===== config.mk =====
export PLATFORM = sky130hd
export DESIGN_NAME = alu_pipe_flat
export DESIGN_NICKNAME = d
export VERILOG_FILES = /design/src/rtl/alu_pipe_if.sv /design/src/rtl/alu_pipe.sv /design/src/flat_wrapper.sv
export SDC_FILE = /design/constraint.sdc
export NUM_CORES = 1
export LEC_CHECK = 0
export CAP_MARGIN = 20
export CORE_MARGIN = 8
export CORE_UTILIZATION = 45
export DETAILED_ROUTE_END_ITERATION = 12
export PLACE_DENSITY = 0.73
export SLEW_MARGIN = 15
export SYNTH_ARGS = -nofsm -noshare
export SYNTH_HDL_FRONTEND = slang
export SYNTH_SLANG_ARGS = --single-unit

===== constraint.sdc =====
create_clock -name clk -period 4.25 [get_ports clk]
set_clock_uncertainty 0.15 [all_clocks]
set_input_delay 0.6375 -clock clk [delete_from_list [all_inputs] [get_ports clk]]
set_output_delay 0.6375 -clock clk [all_outputs]
set_load 0.05 [all_outputs]

===== src/rtl/alu_pipe_if.sv =====
// alu_pipe_if: operation/result handshake bundle between decode/register-read and writeback.
// master drives operations and consumes results; slave is the ALU.
interface alu_pipe_if #(
  parameter int WIDTH = 16,
  parameter int IMM_W = 4
);
  logic             in_valid;
  logic             in_ready;
  logic [3:0]       in_opcode;
  logic [WIDTH-1:0] in_a;
  logic [WIDTH-1:0] in_b;
  logic [IMM_W-1:0] in_imm;
  logic             out_valid;
  logic             out_ready;
  logic [WIDTH-1:0] out_result;
  logic             out_err;
  logic [2:0]       flags;

  modport master (
    output in_valid, in_opcode, in_a, in_b, in_imm, out_ready,
    input  in_ready, out_valid, out_result, out_err, flags
  );

  modport slave (
    input  in_valid, in_opcode, in_a, in_b, in_imm, out_ready,
    output in_ready, out_valid, out_result, out_err, flags
  );
endinterface


===== src/rtl/alu_pipe.sv =====
// alu_pipe: two-stage pipelined ALU with valid/ready backpressure and a registered {N,Z,V} flag file.
// Define ALU_PIPE_RED_EN to build the byte-reduction opcode; otherwise opcode 2 is illegal.
module alu_pipe #(
  parameter int WIDTH = 16,
  parameter int IMM_W = 4
) (
  input logic       clk,
  input logic       rst_n,
  alu_pipe_if.slave bus
);
  localparam int SHW = $clog2(WIDTH);

  localparam logic [3:0] OP_ADD = 4'd0;
  localparam logic [3:0] OP_SUB = 4'd1;
  localparam logic [3:0] OP_RED = 4'd2;
  localparam logic [3:0] OP_XOR = 4'd3;
  localparam logic [3:0] OP_SLL = 4'd4;
  localparam logic [3:0] OP_SRA = 4'd5;
  localparam logic [3:0] OP_ROR = 4'd6;
  localparam logic [3:0] OP_PAD = 4'd7;
  localparam logic [3:0] OP_LW  = 4'd8;
  localparam logic [3:0] OP_SW  = 4'd9;

  logic                    vld_p1;
  logic [3:0]              op_p1;
  logic signed [WIDTH-1:0] a_p1;
  logic signed [WIDTH-1:0] b_p1;
  logic [IMM_W-1:0]        imm_p1;

  logic                    vld_p2;
  logic signed [WIDTH-1:0] result_p2;
  logic                    err_p2;
  logic [2:0]              flags_p2;

  logic take;
  logic adv;

  // Returns {overflow, saturated result}; SUB is A + ~B + 1 in WIDTH+1 bits.
  function automatic logic [WIDTH:0] sat_addsub(input logic signed [WIDTH-1:0] a,
                                                input logic signed [WIDTH-1:0] b,
                                                input logic sub);
    logic [WIDTH:0]   t;
    logic [WIDTH:0]   bx;
    logic             ovf;
    logic [WIDTH-1:0] r;
    bx  = sub ? ~{b[WIDTH-1], b} : {b[WIDTH-1], b};
    t   = {a[WIDTH-1], a} + bx + (WIDTH+1)'(sub);
    ovf = t[WIDTH] ^ t[WIDTH-1];
    if (ovf) r = t[WIDTH] ? {1'b1, {(WIDTH-1){1'b0}}} : {1'b0, {(WIDTH-1){1'b1}}};
    else     r = t[WIDTH-1:0];
    return {ovf, r};
  endfunction

  function automatic logic [3:0] sat_add4(input logic [3:0] a, input logic [3:0] b);
    logic [4:0] t;
    t = {a[3], a} + {b[3], b};
    if (t[4] != t[3]) return t[4] ? 4'h8 : 4'h7;
    return t[3:0];
  endfunction

`ifdef ALU_PIPE_RED_EN
  function automatic logic [WIDTH-1:0] red_sum(input logic [WIDTH-1:0] a, input logic [WIDTH-1:0] b);
    logic signed [WIDTH-1:0] s;
    s = '0;
    for (int i = 0; i < WIDTH / 8; i++) begin
      s = s + WIDTH'($signed(a[8*i +: 8])) + WIDTH'($signed(b[8*i +: 8]));
    end
    return s;
  endfunction
`endif

  assign bus.in_ready = !vld_p1 || !vld_p2 || bus.out_ready;
  assign take         = bus.in_valid && bus.in_ready;
  assign adv          = vld_p1 && (!vld_p2 || bus.out_ready);

  // ---- stage 1: operand capture ----
  always_ff @(posedge clk) begin
    if (take) begin
      op_p1  <= bus.in_opcode;
      a_p1   <= bus.in_a;
      b_p1   <= bus.in_b;
      imm_p1 <= bus.in_imm;
    end
  end

  logic signed [WIDTH-1:0] res_c;
  logic                    err_c;
  logic [2:0]              flags_c;
  logic [WIDTH:0]          as_c;
  logic [SHW-1:0]          amt;
  logic signed [WIDTH-1:0] immx;
  logic [WIDTH-1:0]        ua;

  always_comb begin
    res_c   = '0;
    err_c   = 1'b0;
    flags_c = flags_p2;
    as_c    = sat_addsub(a_p1, b_p1, op_p1 == OP_SUB);
    amt     = b_p1[SHW-1:0];
    immx    = {{(WIDTH-IMM_W){imm_p1[IMM_W-1]}}, imm_p1};
    ua      = a_p1;
    case (op_p1)
      OP_ADD, OP_SUB: begin
        res_c   = as_c[WIDTH-1:0];
        flags_c = {as_c[WIDTH-1], as_c[WIDTH-1:0] == '0, as_c[WIDTH]};
      end
`ifdef ALU_PIPE_RED_EN
      OP_RED: res_c = red_sum(a_p1, b_p1);
`endif
      OP_XOR, OP_SLL, OP_SRA, OP_ROR: begin
        case (op_p1)
          OP_XOR:  res_c = a_p1 ^ b_p1;
          OP_SLL:  res_c = a_p1 << amt;
          OP_SRA:  res_c = a_p1 >>> amt;
          default: res_c = (ua >> amt) | (ua << (WIDTH - int'(amt)));
        endcase
        flags_c = {flags_p2[2], res_c == '0, flags_p2[0]};
      end
      OP_PAD: begin
        for (int l = 0; l < WIDTH / 4; l++) begin
          res_c[4*l +: 4] = sat_add4(a_p1[4*l +: 4], b_p1[4*l +: 4]);
        end
      end
      OP_LW, OP_SW: res_c = a_p1 + (immx <<< 1);
      default: err_c = 1'b1;
    endcase
  end

  // ---- stage 2: result, error and flag registers ----
  always_ff @(posedge clk or negedge rst_n) begin
    if (!rst_n) begin
      vld_p1    <= 1'b0;
      vld_p2    <= 1'b0;
      result_p2 <= '0;
      err_p2    <= 1'b0;
      flags_p2  <= 3'b000;
    end else begin
      vld_p1 <= take || (vld_p1 && !adv);
      vld_p2 <= adv || (vld_p2 && !bus.out_ready);
      if (adv) begin
        result_p2 <= res_c;
        err_p2    <= err_c;
        flags_p2  <= flags_c;
      end
    end
  end

  assign bus.out_valid  = vld_p2;
  assign bus.out_result = result_p2;
  assign bus.out_err    = err_p2;
  assign bus.flags      = flags_p2;
endmodule


===== src/flat_wrapper.sv =====
// flat-port wrapper written by rule: the top's interface ports become plain ports
module alu_pipe_flat 
#(
  parameter int WIDTH = 16,
  parameter int IMM_W = 4
)
  (clk, rst_n, bus_in_valid, bus_in_opcode, bus_in_a, bus_in_b, bus_in_imm, bus_out_ready, bus_in_ready, bus_out_valid, bus_out_result, bus_out_err, bus_flags);
  alu_pipe_if #(.WIDTH(WIDTH), .IMM_W(IMM_W)) bus_i ();
  input logic clk;
  input logic rst_n;
  input wire logic [$bits(bus_i.in_valid)-1:0] bus_in_valid;
  input wire logic [$bits(bus_i.in_opcode)-1:0] bus_in_opcode;
  input wire logic [$bits(bus_i.in_a)-1:0] bus_in_a;
  input wire logic [$bits(bus_i.in_b)-1:0] bus_in_b;
  input wire logic [$bits(bus_i.in_imm)-1:0] bus_in_imm;
  input wire logic [$bits(bus_i.out_ready)-1:0] bus_out_ready;
  output wire logic [$bits(bus_i.in_ready)-1:0] bus_in_ready;
  output wire logic [$bits(bus_i.out_valid)-1:0] bus_out_valid;
  output wire logic [$bits(bus_i.out_result)-1:0] bus_out_result;
  output wire logic [$bits(bus_i.out_err)-1:0] bus_out_err;
  output wire logic [$bits(bus_i.flags)-1:0] bus_flags;
  assign bus_i.in_valid = bus_in_valid;
  assign bus_i.in_opcode = bus_in_opcode;
  assign bus_i.in_a = bus_in_a;
  assign bus_i.in_b = bus_in_b;
  assign bus_i.in_imm = bus_in_imm;
  assign bus_i.out_ready = bus_out_ready;
  assign bus_in_ready = bus_i.in_ready;
  assign bus_out_valid = bus_i.out_valid;
  assign bus_out_result = bus_i.out_result;
  assign bus_out_err = bus_i.out_err;
  assign bus_flags = bus_i.flags;
  alu_pipe #(.WIDTH(WIDTH), .IMM_W(IMM_W)) u_core (.clk(clk), .rst_n(rst_n), .bus(bus_i));
endmodule

==> results of run 1 <==
[power breakdown]
| part | switching (mW) | internal (mW) | leakage, nW |
|---|---|---|---|
| Sequential | 0.0821 | 0.716 | 0.669 |
| Clock | 0.303 | 0.400 | 0.129 |
| Combinational | 0.846 | 0.594 | 2.69 |
| Total | 1.23 | 1.71 | 3.49 |
[logic make-up (layout without fill, tap and decap cells)]
family | Yosys count | count (layout) | synth area share, %
adders and majority gates | 59 | 59 | 10.2
buffers and inverters | 70 | 155 | 3.86
DFF | 62 | 62 | 23.1
and+or+nand+nor | 259 | 259 | 17.0
muxes | 88 | 88 | 18.1
AOI/OAI and AO/OA | 247 | 247 | 22.4
xor gates and xnor gates | 44 | 44 | 5.28
[state kept, by name, indices dropped and copies added, names as in the netlist]
name                   count
u_core.bus.out_err         1
u_core.bus.flags           3
u_core.bus.out_result     16
u_core.a_p1               16
u_core.imm_p1              4
u_core.bus.out_valid       1
u_core.vld_p1              1
u_core.op_p1               4
u_core.b_p1               16
[metal layers]
layer / vias up / GRT usage, % / share of wire (%) / wire [microns]
met1: 3635 / 33.6 / 42 / 11600
li1: 3419 / - / - / -
met2: 411 / 40.0 / 45 / 12300
met5: - / 0 / 0 / 0
met4: 0 / 12.8 / 4.9 / 1350
met3: 73 / 4.82 / 8.1 / 2230
[cell type report]
type | count | area (sq um) | area share [%]
Clock buffer | 9 | 225 | 2.50
Sequential cell | 62 | 1750 | 19.4
Inverter | 25 | 93.8 | 1.04
Multi-Input combinational cell | 697 | 5580 | 61.8
Tap cell | 220 | 275 | 3.05
Timing Repair Buffer | 114 | 1040 | 11.6
Clock inverter | 7 | 57.6 | 0.638
[cells in the final DEF, fill, tap and decap left out, types with 15 or more instances in the layout]
cell,count
nor3_1,27
nor2_1,61
clkdlybuf4s50_1,65
mux2i_1,43
a21oi_1,53
a21o_1,15
o21ai_0,35
edfxtp_1,40
ha_1,47
o22ai_1,16
nand2b_1,17
buf_4,47
nand2_1,78
inv_1,21
dfrtp_1,22
mux4_2,39
xnor2_1,31
[tightest hold or removal path: stages, from the launching register on]
cell and delay, ns:
dfrtp_1 0.34, nand2_1 0.06, o221ai_2 0.05
[worst max-delay path by stage]
stage / endpoint / slack, ns
2_1_floorplan: u_core.bus.flags[1]$_DFFE_PN0P_ / 0.11
3_3_place_gp: u_core.bus.out_result[8]$_DFFE_PN0P_ / 0.26
3_5_place_dp: u_core.bus.out_result[7]$_DFFE_PN0P_ / 0.08
4_1_cts: u_core.bus.out_result[7]$_DFFE_PN0P_ / 0.05
5_1_grt: u_core.bus.out_result[6]$_DFFE_PN0P_ / 0.003
6_report: u_core.bus.flags[1]$_DFFE_PN0P_ / 0.21
[through the flow]
step / setup slack [ns] / power [mW] / std cells / hold WS [ns] / cell area [sq um]
4_1_cts: 0.0547 / 2.92 / 1134 / 0.342 / 8990
3_5_place_dp: 0.0833 / 2.21 / 1118 / 0.323 / 8710
6_report: 0.213 / 2.94 / 1134 / 0.339 / 9020
3_3_place_gp: 0.258 / 2.19 / 1118 / 0.318 / 8710
2_1_floorplan: 0.112 / 1.74 / 829 / 0.192 / 7590
5_1_grt: 0.00255 / 3.09 / 1134 / 0.370 / 9020
==> flow_summary_export.csv, run 1 <==
group,metric,value,unit
clock_tree,cts_buffers,9,
clock_tree,htreeDepth,3,
floorplanning,die_x,146,microns
timing,tightest_slew,1.03,ns
global_routing,grt_pass1_vias,7244,
timing,hold_viol,0,
synthesis,yosysSeqAreaShare,23.1,%
worst_setup_path,cpMaxStageDelayCell,"or4b_2",
drt,drc,0,
floorplanning,die_h,146,microns
worst_setup_path,crit_top_cell,"xnor2_1",
clock_tree,ctsResizeCount,0,
global_routing,grtUsageTotal,25.7,%
timing,slew-limit-headroom,31.6,%
worst_setup_path,critPathTopFamily,"simple AND/OR/NAND/NOR gates",
clock_tree,cts_tree,"built",
timing,clock.fmax,248,MHz
drt,routed_via_density,6.65,
worst_setup_path,r2r-start,"u_core.op_p1[1]$_DFFE_PP_",
cells_and_area,syn_to_final_growth,18.9,%
cells_and_area,utilization,54.6,%
worst_setup_path,startpoint,"u_core.op_p1[1]$_DFFE_PP_",
hold_path,holdPathEnd,"u_core.bus.out_result[9]$_DFFE_PN0P_",
synthesis,synth_area_leaders,"edfxtp_1 16%, mux4_2 12%, ha_1 7.7%",
synthesis,synth_top_area_share,15.8,%
cells_and_area,diodes,0,
status,status,"finished, final reports clean",
cells_and_area,layout.filler_cells,1517,
timing,min_period_over_period,95.0,%
worst_setup_path,reg2reg_depth,12,
synthesis,synth_common_cells,"78 x nand2_1, 61 x nor2_1, 53 x a21oi_1, 47 x ha_1, 43 x mux2i_1",
worst_setup_path,r2r_setup_slack,0.21,ns
placed_design,routabilityCongestion,1.00,
clock_tree,path_clk_slew,0.06,ns
synthesis,async_flop_share,35.5,%
worst_setup_path,cp.depth,12,
hold_path,min_path_cells,2,
power,power_density,326,mW/mm^2
clock_tree,cts_root_buf,"clkbuf_16",
synthesis,ys_seq_elements,62,
worst_setup_path,critPathKind,"reg2reg",
clock_tree,hold_buffers,0,
worst_setup_path,required,4.35,ns
clock_tree,cts_buffer_depth,2,
timing,rsz0062_at_grt,"false",
global_routing,antenna_found_initial,0,
synthesis,synth_fp_nets,926,
drt,wl_per_cell,24.3,microns
hold_path,hold_class,"reg2reg",
cells_and_area,nNetsFinal,1006,
global_routing,grt_first_pass_wirelength,42.7,mm
synthesis,synth-edff-count,40,
synthesis,synthCells,829,
placed_design,port_buffers,65,
worst_setup_path,worstPathMaxFanout,15,
timing,finalSetupViolCount,0,
synthesis,yosysMostFrequentCell,"nand2_1",
synthesis,yosysWarningCount,0,
synthesis,ys_types,84,
timing,setup_tns,0,ns
drt,vias,7538,
clock_tree,cts_sinks,62,
synthesis,ys.flop_type,"edfxtp_1",
worst_setup_path,worstSetupEndpointType,"flop",
clock_tree,clk_latency,0.35,ns
floorplanning,die-area,0.0213,sq mm
worst_setup_path,cpPeakStageDelay,0.63,ns
worst_setup_path,r2r-end,"u_core.bus.flags[1]$_DFFE_PN0P_",
drt,drtAntennaViolNets,0,
hold_path,hold_path.startpoint,"u_core.bus.out_result[9]$_DFFE_PN0P_",
timing,slew_viol_final,0,
floorplanning,rows,47,
floorplanning,core-area,0.0165,sq mm
power,vdd_drop_max,193,uV
synthesis,synth_area,0.00759,sq mm
worst_setup_path,crit_buf_inv,1,
synthesis,syn_area_per_cell,9.16,sq um
global_routing,grt_max_degree,44,
floorplanning,ioPinCount,66,
drt,drt_first_pass_iters,5,
worst_setup_path,cp_cell_sequence,"or4b_1 > buf_4 > xnor2_1 > ha_1 > and3_1 > a221oi_2 > xnor2_1 > or4b_2 > a2111oi_2 > and4bb_1 > nand4_1 > o41ai_2",
timing,period_needed,4.04,ns
placed_design,dpl.hpwl,21.2,mm
floorplanning,start_util,45.9,%
drt,drt_iter0_drc,708,
global_routing,overflow,0,
clock_tree,post-cts-setup-buffers,0,
job,maxCapViolations,0,
synthesis,synth_top_area_cell,"edfxtp_1",
cells_and_area,drive_gt1_share,15.4,%
drt,drt_wl_total,27.5,mm
worst_setup_path,cp-start-kind,"flop",
worst_setup_path,crit_arrival,4.13,ns
power,leakagePower,3.49,nW
(Power assumes the default switching activity.)
==> run 2: changes to the inputs <==
CAP_MARGIN = not set   (was 20)
==> results of run 2 <==
Same layout as run 1: the final DEF is identical, and so are final timing and power.
==> run 3: changes to the inputs <==
CORE_MARGIN = not set   (was 8)
TNS_END_PERCENT = 100   (was not set)
==> run 3 against run 2 <==
Routed wire length fell by 1.5%. Via count shrank 0.41%. Register-to-register slack hardly changed. Total power decreased by 1.2%. Worst hold slack worse by 0.014 ns. Sequential share of layout area rose by 0.24 points. Sequential cell count did not move. Non-clock buffer count decreased by 13.
==> flow_summary_export.csv, run 3 (synthesis gave the netlist of run 1 again) <==
group,metric,value,unit
cells_and_area,drive_gt1_share,14.2,%
placed_design,port_buffers,65,
power,vdd_drop_max,222,uV
clock_tree,htreeDepth,3,
hold_path,hold_path.startpoint,"u_core.bus.flags[0]$_DFFE_PN0P_",
floorplanning,ioPinCount,66,
hold_path,min_path_cells,2,
timing,finalSetupViolCount,0,
worst_setup_path,crit_top_cell,"xnor2_1",
global_routing,antenna_found_initial,0,
floorplanning,die_x,132,microns
worst_setup_path,critPathKind,"reg2reg",
floorplanning,die-area,0.0174,sq mm
worst_setup_path,r2r-end,"u_core.bus.flags[1]$_DFFE_PN0P_",
floorplanning,start_util,45.9,%
drt,drt_wl_total,27.1,mm
floorplanning,core-area,0.0165,sq mm
clock_tree,clk_latency,0.35,ns
drt,drt_iter0_drc,932,
hold_path,holdPathEnd,"u_core.bus.flags[0]$_DFFE_PN0P_",
worst_setup_path,required,4.34,ns
cells_and_area,layout.filler_cells,1486,
timing,tightest_slew,1.05,ns
drt,drtAntennaViolNets,0,
timing,min_period_over_period,94.7,%
clock_tree,cts_sinks,62,
worst_setup_path,reg2reg_depth,11,
clock_tree,path_clk_slew,0.06,ns
worst_setup_path,cpPeakStageDelay,0.64,ns
worst_setup_path,worstSetupEndpointType,"flop",
drt,routed_via_density,6.70,
placed_design,dpl.hpwl,20.8,mm
hold_path,hold_class,"reg2reg",
global_routing,overflow,0,
floorplanning,rows,47,
drt,wl_per_cell,24.2,microns
worst_setup_path,cp-start-kind,"flop",
power,power_density,326,mW/mm^2
placed_design,routabilityCongestion,1.03,
worst_setup_path,r2r_setup_slack,0.23,ns
worst_setup_path,cpMaxStageDelayCell,"or4b_4",
global_routing,grtUsageTotal,31.4,%
clock_tree,cts_buffers,9,
cells_and_area,layout_commonest_cell,"nand2_1",
cells_and_area,diodes,0,
timing,period_needed,4.02,ns
cells_and_area,register_area,0.00175,sq mm
timing,slew-limit-headroom,29.7,%
cells_and_area,multi_input_area,0.00558,sq mm
floorplanning,die_h,132,microns
global_routing,grt_pass1_vias,7117,
clock_tree,cts_tree,"built",
drt,drt_first_pass_iters,6,
clock_tree,cts_buffer_depth,2,
worst_setup_path,cp_cell_sequence,"or4b_4 > xnor2_1 > fa_1 > a21o_1 > a221oi_2 > xnor2_1 > or4b_2 > a2111oi_2 > and4bb_1 > nand4_1 > o41ai_2",
global_routing,grt_first_pass_wirelength,41.3,mm
timing,clock.fmax,248,MHz
cells_and_area,final_cell_mix,"78 x nand2_1, 65 x clkdlybuf4s50_1, 61 x nor2_1, 53 x a21oi_1, 47 x ha_1",
job,maxCapViolations,0,
power,leakagePower,3.43,nW
worst_setup_path,r2r-start,"u_core.op_p1[2]$_DFFE_PP_",
worst_setup_path,worstPathMaxFanout,7,
worst_setup_path,crit_buf_inv,0,
timing,hold_viol,0,
cells_and_area,syn_to_final_growth,17.5,%
global_routing,grt_max_degree,41,
cells_and_area,nNetsFinal,993,
timing,slew_viol_final,0,
worst_setup_path,critPathTopFamily,"simple AND/OR/NAND/NOR gates",
timing,holdWs,0.325,ns
clock_tree,cts_root_buf,"clkbuf_16",
status,status,"finished, final reports clean",
worst_setup_path,crit_arrival,4.12,ns
timing,rsz0062_at_grt,"false",
drt,drc,0,
drt,vias,7507,
power,p_total,2.90,mW
## run 3: how the worst max path moves through the flow
stage               cells past startpoint                       from                               to
floorplan                              13  u_core.op_p1[3]$_DFFE_PP_  u_core.bus.flags[1]$_DFFE_PN0P_
global placement                       11  u_core.op_p1[1]$_DFFE_PP_  u_core.bus.flags[1]$_DFFE_PN0P_
detailed placement                     11  u_core.op_p1[1]$_DFFE_PP_  u_core.bus.flags[1]$_DFFE_PN0P_
CTS                                    11  u_core.op_p1[1]$_DFFE_PP_  u_core.bus.flags[1]$_DFFE_PN0P_
global route                           12  u_core.op_p1[2]$_DFFE_PP_  u_core.bus.flags[1]$_DFFE_PN0P_
finish                                 11  u_core.op_p1[2]$_DFFE_PP_  u_core.bus.flags[1]$_DFFE_PN0P_
## run 3: what timing repair did
action / in CTS / in global routing
resized for setup: 1 / 4
pin swaps: 0 / 1
setup endpoints to repair: 1 / 12
hold buffers: 0 / 0
buffers inserted: 0 / 1
hold endpoints to repair: 0 / 0
## run 3: routing by layer
layer / GRT usage [%] / vias up / wire, microns
met5: 0 / - / 0
met1: 41.9 / 3616 / 11300
met4: 16.0 / 0 / 1300
li1: - / 3384 / -
met2: 48.1 / 422 / 12100
met3: 6.50 / 85 / 2420
## run 3: layout make-up
class                   count  share of cell area (%)
flip-flops and latches     62                    19.6
multi-input cells         697                    62.5
inverters                  25                    1.05
clock inverters             7                   0.547
clock buffers               9                    2.53
repair buffers            101                    10.6
well taps                 220                    3.09
## run 3: tightest hold or removal path: stages, from the launching register on
cell and delay, ns:
dfrtp_1 0.34, nand2_1 0.05, o21ai_0 0.06
## run 3: metrics by stage
step           setup slack [ns]  cell area, sq um  utilization (%)  cells  setup TNS (ns)
6_report                  0.225              8920             54.0   1121               0
3_5_place_dp            -0.0285              8600             52.0   1104         -0.0285
5_1_grt                  0.0198              8920             54.0   1121               0
4_1_cts                   0.128              8880             53.7   1120               0
3_3_place_gp              0.102              8600             52.0   1104               0
2_1_floorplan             0.112              7590                -    829               0
## run 3: power breakdown
group          internal [mW]  switching [mW]
Combinational          0.573           0.840
Clock                  0.395           0.297
Sequential             0.716          0.0835
Total                   1.68            1.22
